File: src/rtl/timer_irq_service_master.sv
// timer_irq_service_master: Avalon-MM master that programs the interval timer
// and, on every timer IRQ, clears it, fetches the next buffered sample and
// writes that sample to the DAC register.
// Latency: irq sampled at edge N -> ack write N+1, buffer read N+2, DAC write N+3.
// Backpressure: every avm_waitrequest cycle holds the current request and adds one cycle.
//
// Ports:
//   clk, reset        - system clock, synchronous active-high reset
//   enable            - level run request; dropping it finishes the current sequence first
//   irq               - timer interrupt level, held until acknowledged
//   avm_*             - Avalon-MM master (registered address/strobes/writedata)
//   busy              - high in CFG_WR, ACK_WR, RD_SAMPLE, WR_DAC
//   sample_index      - next buffer word to fetch (survives disable, cleared by reset)
//   serviced_count    - completed service sequences, wraps
module timer_irq_service_master #(
  parameter logic [31:0] TIMER_BASE = 32'h0000_0000,
  parameter logic [31:0] BUF_BASE   = 32'h0000_1000,
  parameter logic [31:0] DAC_BASE   = 32'h0000_2000,
  parameter int          BUF_LEN    = 64,
  parameter logic [31:0] PERIOD     = 32'd1134,
  localparam int         IDX_W      = (BUF_LEN > 1) ? $clog2(BUF_LEN) : 1
) (
  input  logic             clk,
  input  logic             reset,
  input  logic             enable,
  input  logic             irq,
  output logic [31:0]      avm_address,
  output logic             avm_read,
  output logic             avm_write,
  output logic [31:0]      avm_writedata,
  input  logic [31:0]      avm_readdata,
  input  logic             avm_waitrequest,
  output logic             busy,
  output logic [IDX_W-1:0] sample_index,
  output logic [31:0]      serviced_count
);

  typedef enum logic [2:0] {
    S_IDLE,
    S_CFG_WR,
    S_WAIT_IRQ,
    S_ACK_WR,
    S_RD_SAMPLE,
    S_WR_DAC
  } state_t;

  localparam logic [IDX_W-1:0] IDX_LAST = IDX_W'(BUF_LEN - 1);

  state_t           r_state;
  logic [31:0]      r_address;
  logic             r_read;
  logic             r_write;
  logic [31:0]      r_writedata;
  logic [IDX_W-1:0] r_index;
  logic [31:0]      r_count;
  logic [31:0]      r_sample;

  state_t           w_state_nxt;
  logic [31:0]      w_address_nxt;
  logic             w_read_nxt;
  logic             w_write_nxt;
  logic [31:0]      w_writedata_nxt;
  logic [IDX_W-1:0] w_index_nxt;
  logic [31:0]      w_count_nxt;
  logic [31:0]      w_sample_nxt;
  logic             w_done;
  logic [31:0]      w_buf_addr;

  // A transfer completes on the edge where its strobe is up and the slave does not stall.
  assign w_done     = (r_read | r_write) & ~avm_waitrequest;
  assign w_buf_addr = BUF_BASE + {{(30-IDX_W){1'b0}}, r_index, 2'b00};

  always_ff @(posedge clk) begin
    if (reset) begin
      r_state     <= S_IDLE;
      r_address   <= 32'd0;
      r_read      <= 1'b0;
      r_write     <= 1'b0;
      r_writedata <= 32'd0;
      r_index     <= '0;
      r_count     <= 32'd0;
      r_sample    <= 32'd0;
    end else begin
      r_state     <= w_state_nxt;
      r_address   <= w_address_nxt;
      r_read      <= w_read_nxt;
      r_write     <= w_write_nxt;
      r_writedata <= w_writedata_nxt;
      r_index     <= w_index_nxt;
      r_count     <= w_count_nxt;
      r_sample    <= w_sample_nxt;
    end
  end

  // Next-state logic also computes the next registered bus outputs, so each
  // request is launched on the same edge that enters its state and is held
  // untouched until that state sees completion.
  always_comb begin
    w_state_nxt     = r_state;
    w_address_nxt   = r_address;
    w_read_nxt      = r_read;
    w_write_nxt     = r_write;
    w_writedata_nxt = r_writedata;
    w_index_nxt     = r_index;
    w_count_nxt     = r_count;
    w_sample_nxt    = r_sample;
    case (r_state)
      S_IDLE: begin
        if (enable) begin
          w_state_nxt     = S_CFG_WR;
          w_write_nxt     = 1'b1;
          w_address_nxt   = TIMER_BASE;
          w_writedata_nxt = PERIOD;
        end
      end
      S_CFG_WR: begin
        if (w_done) begin
          w_state_nxt = S_WAIT_IRQ;
          w_write_nxt = 1'b0;
        end
      end
      S_WAIT_IRQ: begin
        if (!enable) begin
          w_state_nxt = S_IDLE;
        end else if (irq) begin
          w_state_nxt     = S_ACK_WR;
          w_write_nxt     = 1'b1;
          w_address_nxt   = TIMER_BASE + 32'd4;
          w_writedata_nxt = 32'd0;
        end
      end
      S_ACK_WR: begin
        if (w_done) begin
          w_state_nxt   = S_RD_SAMPLE;
          w_write_nxt   = 1'b0;
          w_read_nxt    = 1'b1;
          w_address_nxt = w_buf_addr;
        end
      end
      S_RD_SAMPLE: begin
        if (w_done) begin
          w_state_nxt     = S_WR_DAC;
          w_read_nxt      = 1'b0;
          w_write_nxt     = 1'b1;
          w_address_nxt   = DAC_BASE;
          w_sample_nxt    = avm_readdata;
          w_writedata_nxt = avm_readdata;
        end
      end
      S_WR_DAC: begin
        if (w_done) begin
          w_state_nxt = S_WAIT_IRQ;
          w_write_nxt = 1'b0;
          w_index_nxt = (r_index == IDX_LAST) ? '0 : r_index + 1'b1;
          w_count_nxt = r_count + 32'd1;
        end
      end
      default: begin
        w_state_nxt = S_IDLE;
        w_read_nxt  = 1'b0;
        w_write_nxt = 1'b0;
      end
    endcase
  end

  assign avm_address    = r_address;
  assign avm_read       = r_read;
  assign avm_write      = r_write;
  assign avm_writedata  = r_writedata;
  assign busy           = (r_state != S_IDLE) && (r_state != S_WAIT_IRQ);
  assign sample_index   = r_index;
  assign serviced_count = r_count;

endmodule
File: config.mk
export PLATFORM = sky130hd
export DESIGN_NAME = timer_irq_service_master
export DESIGN_NICKNAME = d
export VERILOG_FILES = /design/src/rtl/timer_irq_service_master.sv
export SDC_FILE = /design/constraint.sdc
export NUM_CORES = 1
export LEC_CHECK = 0
export BUFFER_PORTS_ARGS = -buffer_cell sky130_fd_sc_hd__buf_2
export CORE_ASPECT_RATIO = 1.4
export CORE_MARGIN = 2
export CORE_UTILIZATION = 50
export CTS_CLUSTER_DIAMETER = 100
export DETAILED_ROUTE_END_ITERATION = 16
export PLACE_DENSITY_LB_ADDON = 0.1
export SYNTH_ARGS = -nofsm -noshare
export SYNTH_HDL_FRONTEND = slang
export SYNTH_SLANG_ARGS = --single-unit
export TNS_END_PERCENT = 100
File: constraint.sdc
create_clock -name clk -period 2.2 [get_ports clk]
set_input_delay 0.44 -clock clk [delete_from_list [all_inputs] [get_ports clk]]
set_output_delay 0.44 -clock clk [all_outputs]
set_load 0.02 [all_outputs]
==> results.toml <==
[synth]
synth_seq_cells = 83
synth_ff_type = "dfxtp_1"
async_reset_ff_frac = 0
ys_seq_area_frac = 0.413
synth_enable_flop_cells = 0
syn-mean-instance-area_um2 = 8.46
synth_warnings = 0
syn_inst = 475
synthesis.area_um2 = 4020
yosysUniqueCellTypes = 55

[timing]
whs_ns = 0.350
finalHoldViolations = 0
fin_crit_ns = 2.06
clock.fmax_mhz = 485
worst_slack_ns = 0.137
fin_crit_sh = 0.938
finalSetupViolations = 0
setup_tns_ns = 0
slew_violations = 0
fin_skew_ns = 0.00615
rsz0062_at_grt = "false"

[worst_setup_path]
rrSetupSlack_ns = 0.26
critPathMaxFanout = 35
cp-start-kind = "flop"
arrival_ns = 1.62
crit_required_ns = 1.76
worstReg2RegStart = "r_state[2]"
endpoint_kind = "primary output"
reg2reg_depth = 4
critical_path_class = "reg2out"
worst_r2r_endpoint = "serviced_count[25]"

[clock_tree]
cts_tree = "yes"
cts_buffer_depth = 2
cts_root_buffer = "clkbuf_8"
cts-htree-levels = 3
cts_buffers = 9
worstSkewPairLatency_ns = 0.35
numClockSinks = 83
clk_pin_slew_ns = 0.08

[grt]
grt_first_pass_wirelength_um = 16500
use_met3 = 0.0448
grt_max_degree = 78
grt_pass1_vias = 3583
use_met2 = 0.411
busiest_layer = "met2"
grt-ovfl-total = 0
antenna_found_initial = 0
use_met1 = 0.277
gr-usage-all-layers = 0.234

[routing]
via_per_inst = 5.64
drt_iter0_markers = 195
drc_errors = 0
ant_nets = 0
drt_wl_total_um = 10100
avgRoutedWirePerCell_um = 14.7
via_count = 3888
dr.pass1.iters = 4

[final_layout]
synthToLayoutAreaGrowth_pct = 20.3
mostFrequentLayoutCells = "117 x buf_2, 83 x dfxtp_1, 46 x a21oi_1, 42 x o21ai_0, 37 x nand2_1"
antenna_cells = 0
drive_gt1_frac = 0.280
nNetsFinal = 625
fin_cells = 689
final_area_um2 = 4840
layout_commonest_cell = "buf_2"
fillers = 747

[place]
placed_cell_area_um2 = 4650
dp_hpwl_um = 7110
portBuffers = 117
place_congestion = 0.800
pre_cts_slack_ns = 0.0977
numPlacedInstances = 675

[power]
pwr_density_cell_nw_per_um2 = 593
ir_drop_mv = 0.416
leakagePower_nw = 2.01

[min_path]
holdPathStages = 3
hp-start = "avm_readdata[8]"
hold_path_class = "in2reg"
hold_path_end = "avm_writedata[8]"

[die]
coreArea_um2 = 7800
die_h_um = 110
rows = 38
die_area_um2 = 8780
ios = 142
die_w_um = 79.8
start_util = 0.515

[run_status]
status = "complete, no violations"

[run]
maxCapViolations = 0
report_power, final:
group | internal [mW] | leakage (nW) | switching [mW] | total [mW]
combinational | 0.0857 | 1.24 | 0.185 | 0.270
sequential | 1.52 | 0.670 | 0.0110 | 1.53
clock | 0.540 | 0.0950 | 0.530 | 1.07
cells in the mapped netlist, types with 10 or more instances:
cell type   n  area share
dfxtp_1    83        0.41
a21oi_1    46       0.057
o21ai_0    42       0.052
nand2_1    37       0.035
nand4_1    36       0.056
clkbuf_1   26       0.024
nor2_1     25       0.023
buf_4      24       0.045
mux2i_1    14       0.035
nand3_1    14       0.017
o31ai_1    11       0.021
nor2b_1    10       0.016
nor4_1     10       0.016
or4_1      10       0.019
repair_timing:
action	4_1_cts	5_1_grt
hold endpoints to repair	0	0
setup endpoints to repair	0	1
hold buffers	0	0
resized for setup	0	1
setup buffers	0	0
flip-flops by register name (all words and copies together) (netlist names):
| name | flops |
|---|---|
| avm_writedata | 32 |
| serviced_count | 32 |
| avm_address | 8 |
| sample_index | 6 |
| r_state | 3 |
| avm_read | 1 |
| avm_write | 1 |
metrics by stage:
stage | util | total power [mW]
floorplan | - | 1.77
global placement | 0.596 | 1.83
detailed placement | 0.596 | 1.83
CTS | 0.620 | 2.88
global route | 0.620 | 2.97
finish | 0.620 | 2.87
kinds of logic (layout without fill, tap and decap cells):
group                      Yosys count  in the layout  share of synthesized area
AOI/OAI and AO/OA                  118            118                      0.171
xor gates and xnor gates            11             11                     0.0240
adders and majority gates            2              2                    0.00623
buffers and inverters               67            158                     0.0872
DFF                                 83             83                      0.413
muxes                               22             22                     0.0573
other                                1             24                   0.000933
and+or+nand+nor                    171            171                      0.240
layout make-up:
class	count	area [um^2]	area share
Sequential cell	83	1660	0.344
Clock inverter	3	40.0	0.00828
Inverter	8	30.0	0.00621
Multi-Input combinational cell	348	2090	0.433
Tap cell	100	125	0.0259
Clock buffer	11	141	0.0292
Timing Repair Buffer	136	744	0.154
worst max-delay path by stage:
stage	from	endpoint	slack, ns	cells past startpoint
6_report	r_state[0]	busy	0.14	4
3_3_place_gp	avm_waitrequest	serviced_count[29]	0.12	5
4_1_cts	r_state[0]	busy	0.04	4
3_5_place_dp	avm_waitrequest	serviced_count[29]	0.1	5
5_1_grt	r_state[0]	busy	0.009	4
2_1_floorplan	avm_waitrequest	serviced_count[25]	0.27	5
routing by layer:
layer	part of all wire	routed length, um
met3	0.057	576
met4	0.020	205
met2	0.51	5190
met1	0.41	4180
met5	0	0
worst max-delay path, cell delays in order (launching register included):
cell	delay [ns]
dfxtp_1	0.46
buf_6	0.28
inv_1	0.19
nand2_1	0.14
buf_2	0.18
No activity file was read; power rests on OpenSTA's default activity.
